**src/rtl/operand_demux_pkg.sv**
```systemverilog
// operand_demux_pkg: shared state encoding and default sizing for operand_demux
package operand_demux_pkg;
    typedef enum logic [1:0] {IDLE, FILL, FULL} state_t;
    localparam int DEF_DATA_W = 8;
    localparam int DEF_NUM_CH = 12;
    localparam int DEF_SEL_W  = 4;
endpackage

```
**src/rtl/operand_demux_wrap_counter.sv**
```systemverilog
// wrap_counter: counts up to MAX then wraps to zero, with synchronous clear
module wrap_counter #(
    parameter int MAX = 11,
    parameter int W   = 4
) (
    input  logic         clk,
    input  logic         rst_n,
    input  logic         inc,
    input  logic         clr,
    output logic [W-1:0] cnt,
    output logic         wrap
);
    logic [W-1:0] cnt_q, cnt_d;
    assign wrap = inc && cnt_q == W'(MAX);
    assign cnt  = cnt_q;
    always_comb cnt_d = (clr || wrap) ? '0 : inc ? cnt_q + W'(1) : cnt_q;
    always_ff @(posedge clk or negedge rst_n)
        if (!rst_n) cnt_q <= '0;
        else        cnt_q <= cnt_d;
endmodule

```
**src/rtl/operand_demux.sv**
```systemverilog
// operand_demux: steers incoming elements into NUM_CH output channels and flags frame completion
module operand_demux
    import operand_demux_pkg::*;
#(
    parameter int DATA_W = DEF_DATA_W,
    parameter int NUM_CH = DEF_NUM_CH,
    parameter int SEL_W  = DEF_SEL_W
) (
    input  logic                     clk,
    input  logic                     rst_n,
    input  logic [DATA_W-1:0]        data_in,
    input  logic                     in_valid,
    output logic                     in_ready,
    input  logic [SEL_W-1:0]         sel,
    input  logic                     auto_mode,
    input  logic                     frame_ack,
    output logic [NUM_CH*DATA_W-1:0] data_out,
    output logic [NUM_CH-1:0]        ch_valid,
    output logic                     frame_done,
    output logic                     sel_err
);
    state_t                  state_q, state_d;
    logic                    mode_q, mode_d, frame_done_q, frame_done_d, sel_err_q, sel_err_d;
    logic                    auto_eff, accept, in_range, write, clr, ptr_wrap, full_next;
    logic [SEL_W-1:0]        wr_ptr, tgt;
    logic [NUM_CH-1:0]       ch_valid_q, ch_valid_d, tgt_hot;
    logic [NUM_CH*DATA_W-1:0] data_q, data_d;

    assign in_ready = state_q != FULL && !frame_ack;
    assign accept   = in_valid && in_ready;
    // While idle the mode register is still tracking auto_mode, so use the live input
    assign auto_eff = state_q == IDLE ? auto_mode : mode_q;
    assign tgt      = auto_eff ? wr_ptr : sel;
    assign tgt_hot  = NUM_CH'(1) << tgt;
    assign in_range = auto_eff || {1'b0, sel} < (SEL_W + 1)'(NUM_CH);
    assign write    = accept && in_range;
    assign clr      = frame_ack && state_q != IDLE;

    wrap_counter #(.MAX(NUM_CH - 1), .W(SEL_W)) u_wr_ptr (
        .clk  (clk),
        .rst_n(rst_n),
        .inc  (write && auto_eff),
        .clr  (clr),
        .cnt  (wr_ptr),
        .wrap (ptr_wrap)
    );

    always_comb begin
        data_d = data_q;
        for (int i = 0; i < NUM_CH; i++)
            if (write && tgt_hot[i]) data_d[i*DATA_W +: DATA_W] = data_in;
        ch_valid_d   = clr ? '0 : write ? ch_valid_q | tgt_hot : ch_valid_q;
        full_next    = auto_eff ? ptr_wrap : (ch_valid_q | tgt_hot) == '1;
        state_d      = clr ? IDLE : write ? (full_next ? FULL : FILL) : state_q;
        mode_d       = state_q == IDLE ? auto_mode : mode_q;
        frame_done_d = write && full_next;
        sel_err_d    = accept && !in_range;
    end

    always_ff @(posedge clk or negedge rst_n) begin
        if (!rst_n) begin
            state_q      <= IDLE;
            mode_q       <= 1'b0;
            data_q       <= '0;
            ch_valid_q   <= '0;
            frame_done_q <= 1'b0;
            sel_err_q    <= 1'b0;
        end else begin
            state_q      <= state_d;
            mode_q       <= mode_d;
            data_q       <= data_d;
            ch_valid_q   <= ch_valid_d;
            frame_done_q <= frame_done_d;
            sel_err_q    <= sel_err_d;
        end
    end

    assign data_out   = data_q;
    assign ch_valid   = ch_valid_q;
    assign frame_done = frame_done_q;
    assign sel_err    = sel_err_q;
endmodule

```
**config.mk**
```make
export PLATFORM = sky130hd
export DESIGN_NAME = operand_demux
export DESIGN_NICKNAME = d
export VERILOG_FILES = /design/src/rtl/operand_demux_pkg.sv /design/src/rtl/operand_demux_wrap_counter.sv /design/src/rtl/operand_demux.sv
export SDC_FILE = /design/constraint.sdc
export NUM_CORES = 1
export LEC_CHECK = 0
export ABC_AREA = 1
export CELL_PAD_IN_SITES_DETAIL_PLACEMENT = 0
export CELL_PAD_IN_SITES_GLOBAL_PLACEMENT = 2
export CORE_MARGIN = 2
export CORE_UTILIZATION = 31
export CTS_BUF_LIST = sky130_fd_sc_hd__clkbuf_8
export DETAILED_ROUTE_END_ITERATION = 10
export PLACE_DENSITY_LB_ADDON = 0.1
export SLEW_MARGIN = 10
export SYNTH_ARGS = -nofsm -noshare
export SYNTH_HDL_FRONTEND = slang
export SYNTH_SLANG_ARGS = --single-unit
```
**constraint.sdc**
```tcl
create_clock -name clk -period 2 [get_ports clk]
set_input_delay 0.2 -clock clk [delete_from_list [all_inputs] [get_ports clk]]
set_output_delay 0.2 -clock clk [all_outputs]
set_load 0.02 [all_outputs]
```
## Word-level counts from Yosys, hierarchy flattened

Index checks and enable logic that the tools add are counted.

- Flip-flop bits (word level): 117
- Bits of input ports: 17
- Word-level logic and storage cells: 63

- $add $sub $neg: 1
- $lt $le $gt $ge: 1
- Equal/unequal tests: 3
- Shifts and indexed selects: 1
- Multiplexer cells: 10
- Bitwise gates (word level): 1
- Reductions and logical operators: 28

Operators with widths:

| operator | count |
|---|---|
| $mux W12 | 2 |
| $logic_and A1 B1 Y1 | 20 |
| $eq A12 B12 Y1 const B | 1 |
| $mux W4 | 3 |
| $or A12 B12 Y12 | 1 |
| $shl A1 B4 Y12 const A | 1 |
| $mux W2 | 3 |
| $reduce_bool A2 Y1 | 3 |
| $add A4 B1 Y4 const B | 1 |
| $eq A4 B4 Y1 const B | 1 |
| $lt A4 B4 Y1 const B | 1 |
| $logic_not A1 Y1 | 2 |
| $logic_not A2 Y1 | 1 |
| $logic_or A1 B1 Y1 | 2 |
| $mux W1 | 2 |
| $ne A2 B2 Y1 const B | 1 |

## Logic depth before layout (Yosys ltp)

- Depth in word-level cells: 10
- Gate-level depth with buffers: 14
- Gate-level depth less buffers: 14

## Cells and area by module

From an unflattened synthesis, not the netlist that was laid out.

- Cell total of the unflattened synthesis: 500
- Area total of the unflattened synthesis: 5014.8 um^2

By module, submodules not included:

| module | instances | cells each | area an instance (um^2) | seq. area each (um^2) |
|---|---|---|---|---|
| operand_demux | 1 | 469 | 4779.6 | 2827.7 |
| wrap_counter | 1 | 31 | 235.2 | 100.1 |

## Worst setup path before layout

OpenSTA, ideal clock, no wires.

- Path kind: register -> register
- Start: reg state_q[1]
- End: reg data_q[5], in the netlist data_out[5]
- Setup time: 134 ps
- Arrival time: 1782 ps
- Required time: 1866 ps
- Setup slack: 83 ps
- Cell stages (with the launch flop): 10
- Path buffers: 2
- Period minus slack after synthesis: 1917 ps
- Path through: dfrtp_1 a21oi_1 and2_2 nand2_4 inv_4 buf_12 nand3_4 buf_2 nand2_1 o21ai_0

- Word-level cells in the longest chain between the ends: 5
- Elaborated cells between the ends (all ways): 10
- Classes of those cells: 1 x eq/ne; 1 x shift; 2 x mux; 6 x reduce/logical

RTL lines:

| what | RTL line | text |
|---|---|---|
| start: declaration | operand_demux.sv:22 | `state_t state_q, state_d;` |
| start signal: assignment | operand_demux.sv:69 | `state_q <= state_d;` |
| $ne A2 B2 Y1 | operand_demux.sv:29 | `assign in_ready = state_q != FULL && !frame_ack;` |
| $logic_and A1 B1 Y1 | operand_demux.sv:29 |  |
| via in_ready | operand_demux.sv:13 | `output logic in_ready,` |
| $logic_and A1 B1 Y1 | operand_demux.sv:30 | `assign accept = in_valid && in_ready;` |
| $logic_and A1 B1 Y1 | operand_demux.sv:36 | `assign write = accept && in_range;` |
| $logic_and A1 B1 Y1 | operand_demux.sv:51 | `if (write && tgt_hot[i]) data_d[i*DATA_W +: DATA_W] = data_in;` |
| end signal: assignment | operand_demux.sv:71 | `data_q <= data_d;` |
| end: declaration | operand_demux.sv:27 | `logic [NUM_CH*DATA_W-1:0] data_q, data_d;` |

The timed path passes the listed nets, and every way through them passes these cells.
A chain may end at the register's enable or synchronous reset.

## Worst setup path after layout

- Start: reg state_q[1]
- End: reg state_q[0]

- Word-level cells in the longest chain between the ends: 10
- Elaborated cells between the ends (all ways): 20
- Classes of those cells: 2 x eq/ne; 1 x shift; 6 x mux; 1 x bitwise; 10 x reduce/logical

RTL lines:

| what | RTL line | text |
|---|---|---|
| $logic_not A2 Y1 or $ne A2 B2 Y1 (tied branches) | operand_demux.sv:32, operand_demux.sv:29 |  |
| $mux W1 or $logic_and A1 B1 Y1 (tied branches) | -- |  |
| $mux W4, or another cell as far along | operand_demux.sv:33 | `assign tgt = auto_eff ? wr_ptr : sel;` |
| $shl A1 B4 Y12 or $logic_and A1 B1 Y1 (tied branches) | operand_demux.sv:34, operand_demux.sv:36 |  |
| $or A12 B12 Y12 or $logic_and A1 B1 Y1 (tied branches) | operand_demux.sv:53, operand_demux.sv:42 |  |
| $eq A12 B12 Y1 or $logic_and A1 B1 Y1 (tied branches) | operand_demux.sv:53, operand_demux_wrap_counter.sv:14 |  |
| $mux W1 | operand_demux.sv:53 | `full_next = auto_eff ? ptr_wrap : (ch_valid_q \| tgt_hot) == '1;` |
| $mux W2 (3 in series) | operand_demux.sv:54 | `state_d = clr ? IDLE : write ? (full_next ? FULL : FILL) : state_q;` |

Several ways; a longest one is shown, not always the timed one. The select of a mux whose other input is x is not followed.

==> flow_summary.json <==
{
  "grt_max_degree": 54,
  "final_area_um2": 7090,
  "dp_hpwl_mm": 9.63,
  "routed_wl_mm": 14.1,
  "synth_flop_cell": "dfrtp_1",
  "final_max_slew_viol_count": 0,
  "seqPwrFrac_pct": 33.4,
  "final_common_cell": "nand2_1",
  "power_density_nw_per_um2": 1640,
  "clkPwrFrac_pct": 21.8,
  "async_flop_share_pct": 100,
  "p_int_mw": 7.29,
  "routed_via_density": 4.43,
  "clk_pin_slew_ps": 70,
  "initial_core_util_pct": 32.0,
  "worst-path-max-fanout": 7,
  "crit_chain": "nor2_4 > nand2_2 > nand3_1 > nand2_4 > buf_12 > nor2_8 > nand2_1 > nand2_1 > nand3_1 > nor2_2 > nand3_2 > nand2_1 > inv_1",
  "synth_area_um2": 4900,
  "drc_errors": 0,
  "slowest_stage": "dfrtp_2",
  "max_stage_delay_ps": 450,
  "dieArea_um2": 16800,
  "wl_per_cell_um": 16.3,
  "clock_latency_ps": 430,
  "antenna_found_initial": 0,
  "die_w_um": 130,
  "tritoncts": "yes",
  "vias": 3840,
  "synth_edf_count": 0,
  "cts_buffers": 17,
  "fillers": 1463,
  "htree_levels": 4,
  "hold_violations": 0,
  "root_buffer": "clkbuf_8",
  "num_antenna_cells": 0,
  "ios": 128,
  "gp_congestion": 0.764,
  "finalCritPeriodShare_pct": 94.7,
  "criticalPathCategory": "reg2reg",
  "overflow": 0,
  "clock_skew_ps": 8.49,
  "seq_area_um2": 2930,
  "clkSinkCount": 117,
  "final_cell_mix": "nand2_1, clkdlybuf4s50_1, dfrtp_1",
  "cp.arrival_ps": 2220,
  "ir_drop_mv": 0.671,
  "hold_slack_ps": 313,
  "grt_pass1_wl_mm": 21.6,
  "crit_path_end_kind": "register",
  "clock_path_buffers": 2,
  "rsz0062_at_grt": "true",
  "synth_cell_types": 31,
  "path_common_cell": "nand2_1",
  "drive_gt1_share_pct": 16.5,
  "cap_violations": 0,
  "drtIter0Drc": 225,
  "first_global_vias": 3803,
  "rows": 45,
  "p_switching_mw": 4.33,
  "worstMarginPinSlew_ps": 648,
  "synth.avg_cell_area_um2": 10.0,
  "ys_seq_area_share_pct": 59.8,
  "switching_share_pct": 37.3,
  "ant_nets": 0,
  "ys_warn_count": 0,
  "netlist_instances": 490,
  "slew_headroom_pct": 56.7,
  "p_leak_nw": 3.21,
  "die_h_um": 130,
  "setup.worst_path.start_class": "register",
  "multi_input_area_um2": 1720,
  "io_buffers": 127,
  "synthToLayoutAreaGrowth_pct": 44.6,
  "firstDrtPassIters": 5,
  "nets": 662,
  "setup_viol": 0,
  "dpl_cell_area_um2": 6570,
  "syn_nets": 508,
  "ys_seq_elements": 117,
  "reg2reg_depth": 13,
  "groute.usage.overall_pct": 17.5,
  "post-route-min-period_ps": 1890,
  "p_comb_share_pct": 44.7,
  "status": "complete, no violations",
  "worstPathRequired_ps": 2330,
  "hold_path_class": "in2async",
  "fmax_mhz": 528,
  "coreArea_um2": 15300
}
[through the flow]
step,std cells,setup slack [ps],TNS (ps),utilization (%),power [mW]
after floorplan,490,83.3,0,-,6.50
after global placement,834,-74.6,-91.2,42.9,9.08
after detailed placement,834,-72.6,-221,42.9,9.13
after CTS,866,36.2,0,46.0,11.7
after global routing,867,-37.7,-37.7,46.3,12.4
final,867,107,0,46.3,11.6
[logic make-up (layout without fill, tap and decap cells)]
group / count (synthesis) / count (layout) / share of synthesized area [%]
XOR/XNOR: 1 / 1 / 0.179
buffers and inverters: 59 / 225 / 5.85
adder cells (fa/ha/maj): 1 / 1 / 0.255
flip-flops: 117 / 117 / 59.8
AO/OA/AOI/OAI: 117 / 117 / 12.1
AND/OR/NAND/NOR: 195 / 195 / 21.9
[final cells by class]
type | count | share of cell area [%]
sequential | 117 | 41.3
multi-input combinational | 314 | 24.3
timing repair buffer | 157 | 22.0
clock buffer | 21 | 4.08
tap | 211 | 3.73
clock inverter | 10 | 2.49
inverter | 37 | 2.07
[critical path: cells and delay by family (launching register included)]
kind          cells  cell delay, ps
simple gates     11            1150
flops             1             450
buf+inv           2             180
[final timing paths]
kind / startpoint / to / slack, ps
max in group asynchronous: rst_n / ch_valid[10] / 990
worst max-delay path: state_q[1] / state_q[0] / 110
worst max register to register: state_q[1] / state_q[0] / 110
worst min register to register: data_out[4] / data_out[4] / 490
min in group clk: sel[2] / sel_err / 450
worst min-delay path: rst_n / data_out[72] / 310
[routing by layer]
layer	share of wire, %	GRT usage (%)	up-vias
met2	48	28.1	82
met3	5.3	4.43	11
met4	1.3	6.07	0
met1	45	23.1	1836
li1	-	-	1911
met5	0	0	-
[sequential cells by signal (all words and copies together), names as in the netlist]
| name | cells |
|---|---|
| state_q | 2 |
| u_wr_ptr.cnt | 4 |
| sel_err | 1 |
| frame_done | 1 |
| data_out | 96 |
| ch_valid | 12 |
| mode_q | 1 |
[cell usage after synthesis, types with 2 or more instances]
cell type / number / area [um^2]
a21oi_1: 16 / 80.1
buf_2: 6 / 30.0
buf_4: 3 / 22.5
buf_6: 3 / 33.8
clkbuf_1: 9 / 33.8
dfrtp_1: 117 / 2930
inv_1: 32 / 120
inv_2: 2 / 7.51
inv_4: 3 / 18.8
nand2_1: 131 / 492
nand2_2: 4 / 25.0
nand2_4: 4 / 45.0
nand3_1: 18 / 90.1
nand3_2: 2 / 20.0
nand3_4: 13 / 228
nand4_1: 3 / 18.8
nor2_1: 7 / 26.3
nor2_2: 4 / 25.0
nor2_4: 4 / 45.0
o21ai_0: 56 / 280
o21ai_1: 42 / 210
o22ai_1: 2 / 12.5
[power groups by stage]
stage          combinational, mW  clock (mW)  sequential (mW)
2_1_floorplan               1.57           0             4.93
3_3_place_gp                5.17           0             3.91
3_5_place_dp                5.21           0             3.92
4_1_cts                     5.22        2.60             3.90
5_1_grt                     5.63        2.71             4.01
6_report                    5.20        2.54             3.88
[repair_timing]
| item | 4_1_cts | 5_1_grt |
|---|---|---|
| setup endpoints to repair | 0 | 21 |
| hold endpoints to repair | 37 | 0 |
| hold buffers | 1 | 0 |
| setup buffers | 0 | 1 |
| resized for setup | 0 | 12 |
Power figures use the tool's default switching activity.
